$ cat src/rtl/systolic_pkg.sv
// Shared widths, tile geometry and FSM encoding for the systolic tile loader.
// Pure declarations: no latency, no backpressure.
package systolic_pkg;
  localparam int DATA_W    = 8;
  localparam int IMG_WORDS = 16;
  localparam int FLT_WORDS = 9;
  localparam int IDX_W     = 4;

  typedef enum logic [2:0] {
    IDLE,
    LOAD_F,
    LOAD_I,
    CLEAR,
    RUN,
    OUT
  } state_t;
endpackage

$ cat src/rtl/tile_operand_regs.sv
// Indexed byte-write register file holding the image tile and filter as flat buses.
// Latency: a write appears on i_flat/f_flat the cycle after wr_en. No backpressure.
module tile_operand_regs
  import systolic_pkg::*;
(
  input  logic                         clk,
  input  logic                         rst,
  input  logic                         wr_en,
  input  logic                         wr_flt,
  input  logic [IDX_W-1:0]             wr_idx,
  input  logic [DATA_W-1:0]            wr_dat,
  output logic [IMG_WORDS*DATA_W-1:0]  i_flat,
  output logic [FLT_WORDS*DATA_W-1:0]  f_flat
);

  // Word 0 sits in the most significant byte of each bus.
  always_ff @(posedge clk or negedge rst) begin
    if (!rst) begin
      i_flat <= '0;
      f_flat <= '0;
    end else if (wr_en) begin
      for (int k = 0; k < FLT_WORDS; k++) begin
        if (wr_flt && wr_idx == IDX_W'(k)) f_flat[(FLT_WORDS-1-k)*DATA_W +: DATA_W] <= wr_dat;
      end
      for (int k = 0; k < IMG_WORDS; k++) begin
        if (!wr_flt && wr_idx == IDX_W'(k)) i_flat[(IMG_WORDS-1-k)*DATA_W +: DATA_W] <= wr_dat;
      end
    end
  end

endmodule

$ cat src/rtl/systolic_tile_loader.sv
// Loads a 3x3 filter + 4x4 tile into two_by_two_systolic, resets it, samples o_res after SETTLE_CYC.
// Latency: last beat at t -> m_valid at t+2+SETTLE_CYC. TILE_LOADER_FRAME_CHECK_EN adds s_last framing checks.
// Backpressure: s_ready low from CLEAR until the result is handshaken; m_valid held until m_ready.
module systolic_tile_loader
  import systolic_pkg::*;
#(
  parameter int SETTLE_CYC = 16
) (
  input  logic         clk,
  input  logic         rst,
  input  logic         s_valid,
  output logic         s_ready,
  input  logic [7:0]   s_data,
  input  logic         s_last,
  input  logic         flt_keep,
  output logic [127:0] i_flat,
  output logic [71:0]  f_flat,
  output logic         arr_rst,
  input  logic [31:0]  o_res,
  output logic         m_valid,
  input  logic         m_ready,
  output logic [31:0]  m_data,
  output logic         busy,
  output logic         err
);

  localparam int CW = $clog2(SETTLE_CYC + 1);
  localparam logic [CW-1:0]    SETTLE_LAST = CW'(SETTLE_CYC - 1);
  localparam logic [IDX_W-1:0] FLT_LAST    = IDX_W'(FLT_WORDS - 1);
  localparam logic [IDX_W-1:0] IMG_LAST    = IDX_W'(IMG_WORDS - 1);

  state_t           state;
  logic [IDX_W-1:0] wcnt;
  logic [CW-1:0]    scnt;
  logic             loading, beat, wr_flt, last_word, frame_abort, missing_last;
  logic [IDX_W-1:0] wr_idx;

  assign loading   = (state == IDLE) || (state == LOAD_F) || (state == LOAD_I);
  assign beat      = s_valid & s_ready & loading;
  assign wr_flt    = (state == IDLE) ? ~flt_keep : (state == LOAD_F);
  assign wr_idx    = (state == IDLE) ? '0 : wcnt;
  assign last_word = (state == LOAD_I) && (wcnt == IMG_LAST);

`ifdef TILE_LOADER_FRAME_CHECK_EN
  assign frame_abort  = s_last & ~last_word;
  assign missing_last = ~s_last;
`else
  logic unused_last;
  assign unused_last  = s_last;
  assign frame_abort  = 1'b0;
  assign missing_last = 1'b0;
`endif

  tile_operand_regs u_regs (
    .clk    (clk),
    .rst    (rst),
    .wr_en  (beat),
    .wr_flt (wr_flt),
    .wr_idx (wr_idx),
    .wr_dat (s_data),
    .i_flat (i_flat),
    .f_flat (f_flat)
  );

  always_ff @(posedge clk or negedge rst) begin
    if (!rst) begin
      state   <= IDLE;
      wcnt    <= '0;
      scnt    <= '0;
      s_ready <= 1'b0;
      arr_rst <= 1'b1;
      m_valid <= 1'b0;
      m_data  <= '0;
      busy    <= 1'b0;
      err     <= 1'b0;
    end else begin
      err <= 1'b0;
      case (state)
        IDLE: begin
          s_ready <= 1'b1;
          wcnt    <= IDX_W'(1);
          if (beat) begin
            if (frame_abort) err <= 1'b1;
            else begin
              state <= flt_keep ? LOAD_I : LOAD_F;
              busy  <= 1'b1;
            end
          end
        end
        LOAD_F: if (beat) begin
          if (frame_abort) begin
            err   <= 1'b1;
            state <= IDLE;
            busy  <= 1'b0;
          end else if (wcnt == FLT_LAST) begin
            state <= LOAD_I;
            wcnt  <= '0;
          end else wcnt <= wcnt + IDX_W'(1);
        end
        LOAD_I: if (beat) begin
          if (frame_abort) begin
            err   <= 1'b1;
            state <= IDLE;
            busy  <= 1'b0;
          end else if (last_word) begin
            state   <= CLEAR;
            s_ready <= 1'b0;
            err     <= missing_last;
          end else wcnt <= wcnt + IDX_W'(1);
        end
        CLEAR: begin
          state   <= RUN;
          arr_rst <= 1'b0;
          scnt    <= '0;
        end
        RUN: begin
          if (scnt == SETTLE_LAST) begin
            m_data  <= o_res;
            m_valid <= 1'b1;
            arr_rst <= 1'b1;
            state   <= OUT;
          end else scnt <= scnt + CW'(1);
        end
        OUT: if (m_ready) begin
          m_valid <= 1'b0;
          busy    <= 1'b0;
          s_ready <= 1'b1;
          state   <= IDLE;
        end
        default: state <= IDLE;
      endcase
    end
  end

endmodule

$ cat config.mk
export PLATFORM = sky130hd
export DESIGN_NAME = systolic_tile_loader
export DESIGN_NICKNAME = d
export VERILOG_FILES = /design/src/rtl/systolic_pkg.sv /design/src/rtl/tile_operand_regs.sv /design/src/rtl/systolic_tile_loader.sv
export SDC_FILE = /design/constraint.sdc
export NUM_CORES = 1
export LEC_CHECK = 0
export ABC_AREA = 0
export CAP_MARGIN = 10
export CORE_MARGIN = 2
export CORE_UTILIZATION = 57
export CTS_BUF_LIST = sky130_fd_sc_hd__clkbuf_8 sky130_fd_sc_hd__clkbuf_16
export DETAILED_ROUTE_END_ITERATION = 8
export DONT_BUFFER_PORTS = 1
export PLACE_DENSITY = 0.72
export SYNTH_ARGS = -nofsm -noshare
export SYNTH_HDL_FRONTEND = slang
export SYNTH_SLANG_ARGS = --single-unit
export TNS_END_PERCENT = 100
$ cat constraint.sdc
create_clock -name clk -period 1.9 [get_ports clk]
set_clock_uncertainty 0.05 [all_clocks]
set_input_delay 0 -clock clk [delete_from_list [all_inputs] [get_ports clk]]
set_output_delay 0 -clock clk [all_outputs]
set_load 0.005 [all_outputs]
==> run metrics <==
Critical Path RT=2.25 ns; gr usage total=0.2621; EDFF count, synth=0; clock network latency to the later pin of the worst-skew pair=0.52 ns; asr flop ratio synth=1.000; Placed Cells=902; Switch Pwr=4.701 mW; DIE WIDTH=136.4 µm; synthesized cell area=9990 µm²; CP endpoint kind=flop; CTS sink count=248; die area=18600 µm²; area delta synth->final=26.30%; worst hold path type=input port to async pin; cell-internal power=11.38 mW; pre-CTS WS=-0.1581 ns; Mean Syn Cell Area=15.16 µm²; RSZ-0062 raised after global routing=true; cts bufs inserted=26; hold buffers post-CTS=46; H-tree levels=1; CTS max path bufs=3; 1st-pass router iterations=4; DIE HEIGHT=136.4 µm; gpl congestion=0.8521; clock slew at the register clock pins of the worst setup and hold paths=0.07 ns; Slew HR=0.2184; net count after synthesis=709; Comb power frac=0.230; Starting Density=0.5796; Port Buffers=0; Critical R2R Capture=u_regs.f_flat[53]$_DFFE_PN0P_; Reg2Reg Setup Slack=-0.06 ns; WP data arrival=2.31 ns; hold_ws=-0.8732 ns; mux contribution to synthesized area=0.2615; Initial DRC Count=313; grt ovf=0; first-pass GRT wire length=37.14 mm; register area=6213 µm²; WS Path Type=flop to flop; Fillers=1101; Diodes inserted=0; Worst Max-Slew Pin Slew=1.169 ns; final hold vios=273; Worst VDD drop=0.8711 mV; antenna viol nets, final=0; Max Fclk=0.5106 GHz; antenna violations before repair=0; row count=48; Synth Area in Adders=0.005010; share of cells above drive strength 1=0.5083; CTS tree=done; crit-path max FO=8; Core ar.=17240 µm²; Clk pwr share=0.313; Seq cells post-synth=248; Nets=819; r2r worst-path depth=5; Worst R2R Start=state[0]$_DFFE_PN0P_; fin crit share=1.031; Root Driver=clkbuf_16; post-synthesis sequential area ratio=0.6214; final setup fails=80; largest family of logic cells by synthesized area=multiplexers; power per cell area=1275 nW/µm²; Seq pwr share=0.458; violated checks=negative hold slack, negative setup slack; XOR/XNOR Fraction of Synth Area=0; post-synthesis compound-gate area fraction=0.03094; DP HPWL=15.54 mm; largest net degree at the start of global routing=249; footprint of the multi-input gates=3946 µm²; vias per std cell=5.885; Sw Ratio=0.2923; leakage=6.164 nW; drt total wl=25.07 mm; Synth Instances=659; status=finished with violations; nature of the critical path startpoint=flop; DRC=0; setup ws final=-0.05846 ns; Max Slew Vio Count=0; post-synthesis simple-gate area fraction=0.06037; number of global-route vias before repair=6494; wire length per cell=24.78 µm; Yosys cell types=49; Final Total Pwr=16.08 mW; final std cells w/o fill=1012; I/O pins=283; ys flop type=dfrtp_1; via count=5956; YS warnings=0; Tmin final=1.958 ns; MaxCap Viol Count=0
## cells by family after synthesis
kind of cell,Yosys count
DFF,248
and+or+nand+nor,86
buffers and inverters,44
adders and majority gates,4
muxes,232
AOI/OAI and AO/OA,44
other,1
## timing repair
item,CTS,global route
endpoints found under the hold margin,487,273
endpoints found under the setup margin,225,223
gates cloned,1,2
buffers inserted,5,13
pin swaps,8,7
resized for setup,56,45
## registers in the layout, summed over array words and instances (netlist names), 3 cells and up
register	cells
u_regs.i_flat	128
u_regs.f_flat	72
m_data	32
scnt	5
wcnt	4
state	3
## metal layers
metal  share of wire  GRT usage  vias to the layer above
li1                -          -                     2566
met1            0.38     0.3195                     3081
met2            0.50     0.4422                      266
met3           0.097    0.09098                       43
met4           0.020    0.07755                        0
met5               0          0                        -
## critical path: stages (launching register included)
cell and delay [ns]:
dfrtp_2 0.46, o32a_4 0.43, nor4_4 0.23, and2_1 0.19, buf_6 0.14, mux2_2 0.33
## power by group through the flow
stage               registers [mW]  logic, mW  clock network [mW]
floorplan                     6.98       2.17                   0
global placement              7.36       2.69                   0
detailed placement            7.40       2.85                   0
CTS                           7.33       3.33                5.11
global route                  7.47       3.95                5.36
finish                        7.36       3.69                5.03
## cell usage in the layout, fill, tap and decap left out, types with 11 or more instances in the layout
| master | count |
|---|---|
| dfrtp_1 | 242 |
| mux2_2 | 187 |
| buf_4 | 49 |
| dlygate4sd3_1 | 42 |
| mux2_4 | 41 |
| clkbuf_16 | 29 |
| nand2_1 | 14 |
| buf_12 | 13 |
| buf_6 | 12 |
| inv_1 | 11 |
| a21oi_1 | 11 |
## area by class of cell
| type | instances | area share |
|---|---|---|
| repair buffers | 121 | 0.1023 |
| clock buffers | 32 | 0.05900 |
| clock inverters | 14 | 0.009619 |
| multi-input cells | 367 | 0.3128 |
| inverters | 5 | 0.001488 |
| flip-flops and latches | 248 | 0.4925 |
| well taps | 225 | 0.02231 |
## cell usage after synthesis (6+ instances only)
| cell | number | area (µm²) |
|---|---|---|
| dfrtp_1 | 247 | 6181 |
| mux2_2 | 227 | 2556 |
| clkbuf_1 | 20 | 75.07 |
| nand2_1 | 19 | 71.32 |
| buf_2 | 13 | 65.06 |
| a21oi_1 | 11 | 55.05 |
| nor2_1 | 11 | 41.29 |
| o21ai_0 | 11 | 55.05 |
| nand2_2 | 7 | 43.79 |
| nor2b_1 | 7 | 43.79 |
| buf_4 | 6 | 45.04 |
## worst max path at each step
| stage | start | to | slack (ns) | cells past startpoint |
|---|---|---|---|---|
| 2_1_floorplan | state[0]$_DFFE_PN0P_ | u_regs.i_flat[100]$_DFFE_PN0P_ | -0.04 | 6 |
| 3_3_place_gp | state[0]$_DFFE_PN0P_ | u_regs.f_flat[62]$_DFFE_PN0P_ | -0.1 | 5 |
| 3_5_place_dp | state[0]$_DFFE_PN0P_ | u_regs.f_flat[70]$_DFFE_PN0P_ | -0.16 | 5 |
| 4_1_cts | state[0]$_DFFE_PN0P_ | u_regs.f_flat[54]$_DFFE_PN0P_ | -0.07 | 5 |
| 5_1_grt | state[0]$_DFFE_PN0P_ | u_regs.i_flat[74]$_DFFE_PN0P_ | -0.13 | 4 |
| 6_report | state[0]$_DFFE_PN0P_ | u_regs.f_flat[53]$_DFFE_PN0P_ | -0.06 | 5 |
## through the flow
stage	TNS (ns)	instance area, µm²	utilization	hold WS [ns]
final	-1.509	12620	0.7320	-0.8732
after floorplan	-0.3987	10070	-	-0.3456
after detailed placement	-11.27	10690	0.6200	-0.3403
after global placement	-7.470	10690	0.6200	-0.3409
after CTS	-0.8147	12310	0.7144	-0.8865
after global routing	-9.794	12620	0.7320	-0.8967
(Power assumes the default switching activity.)
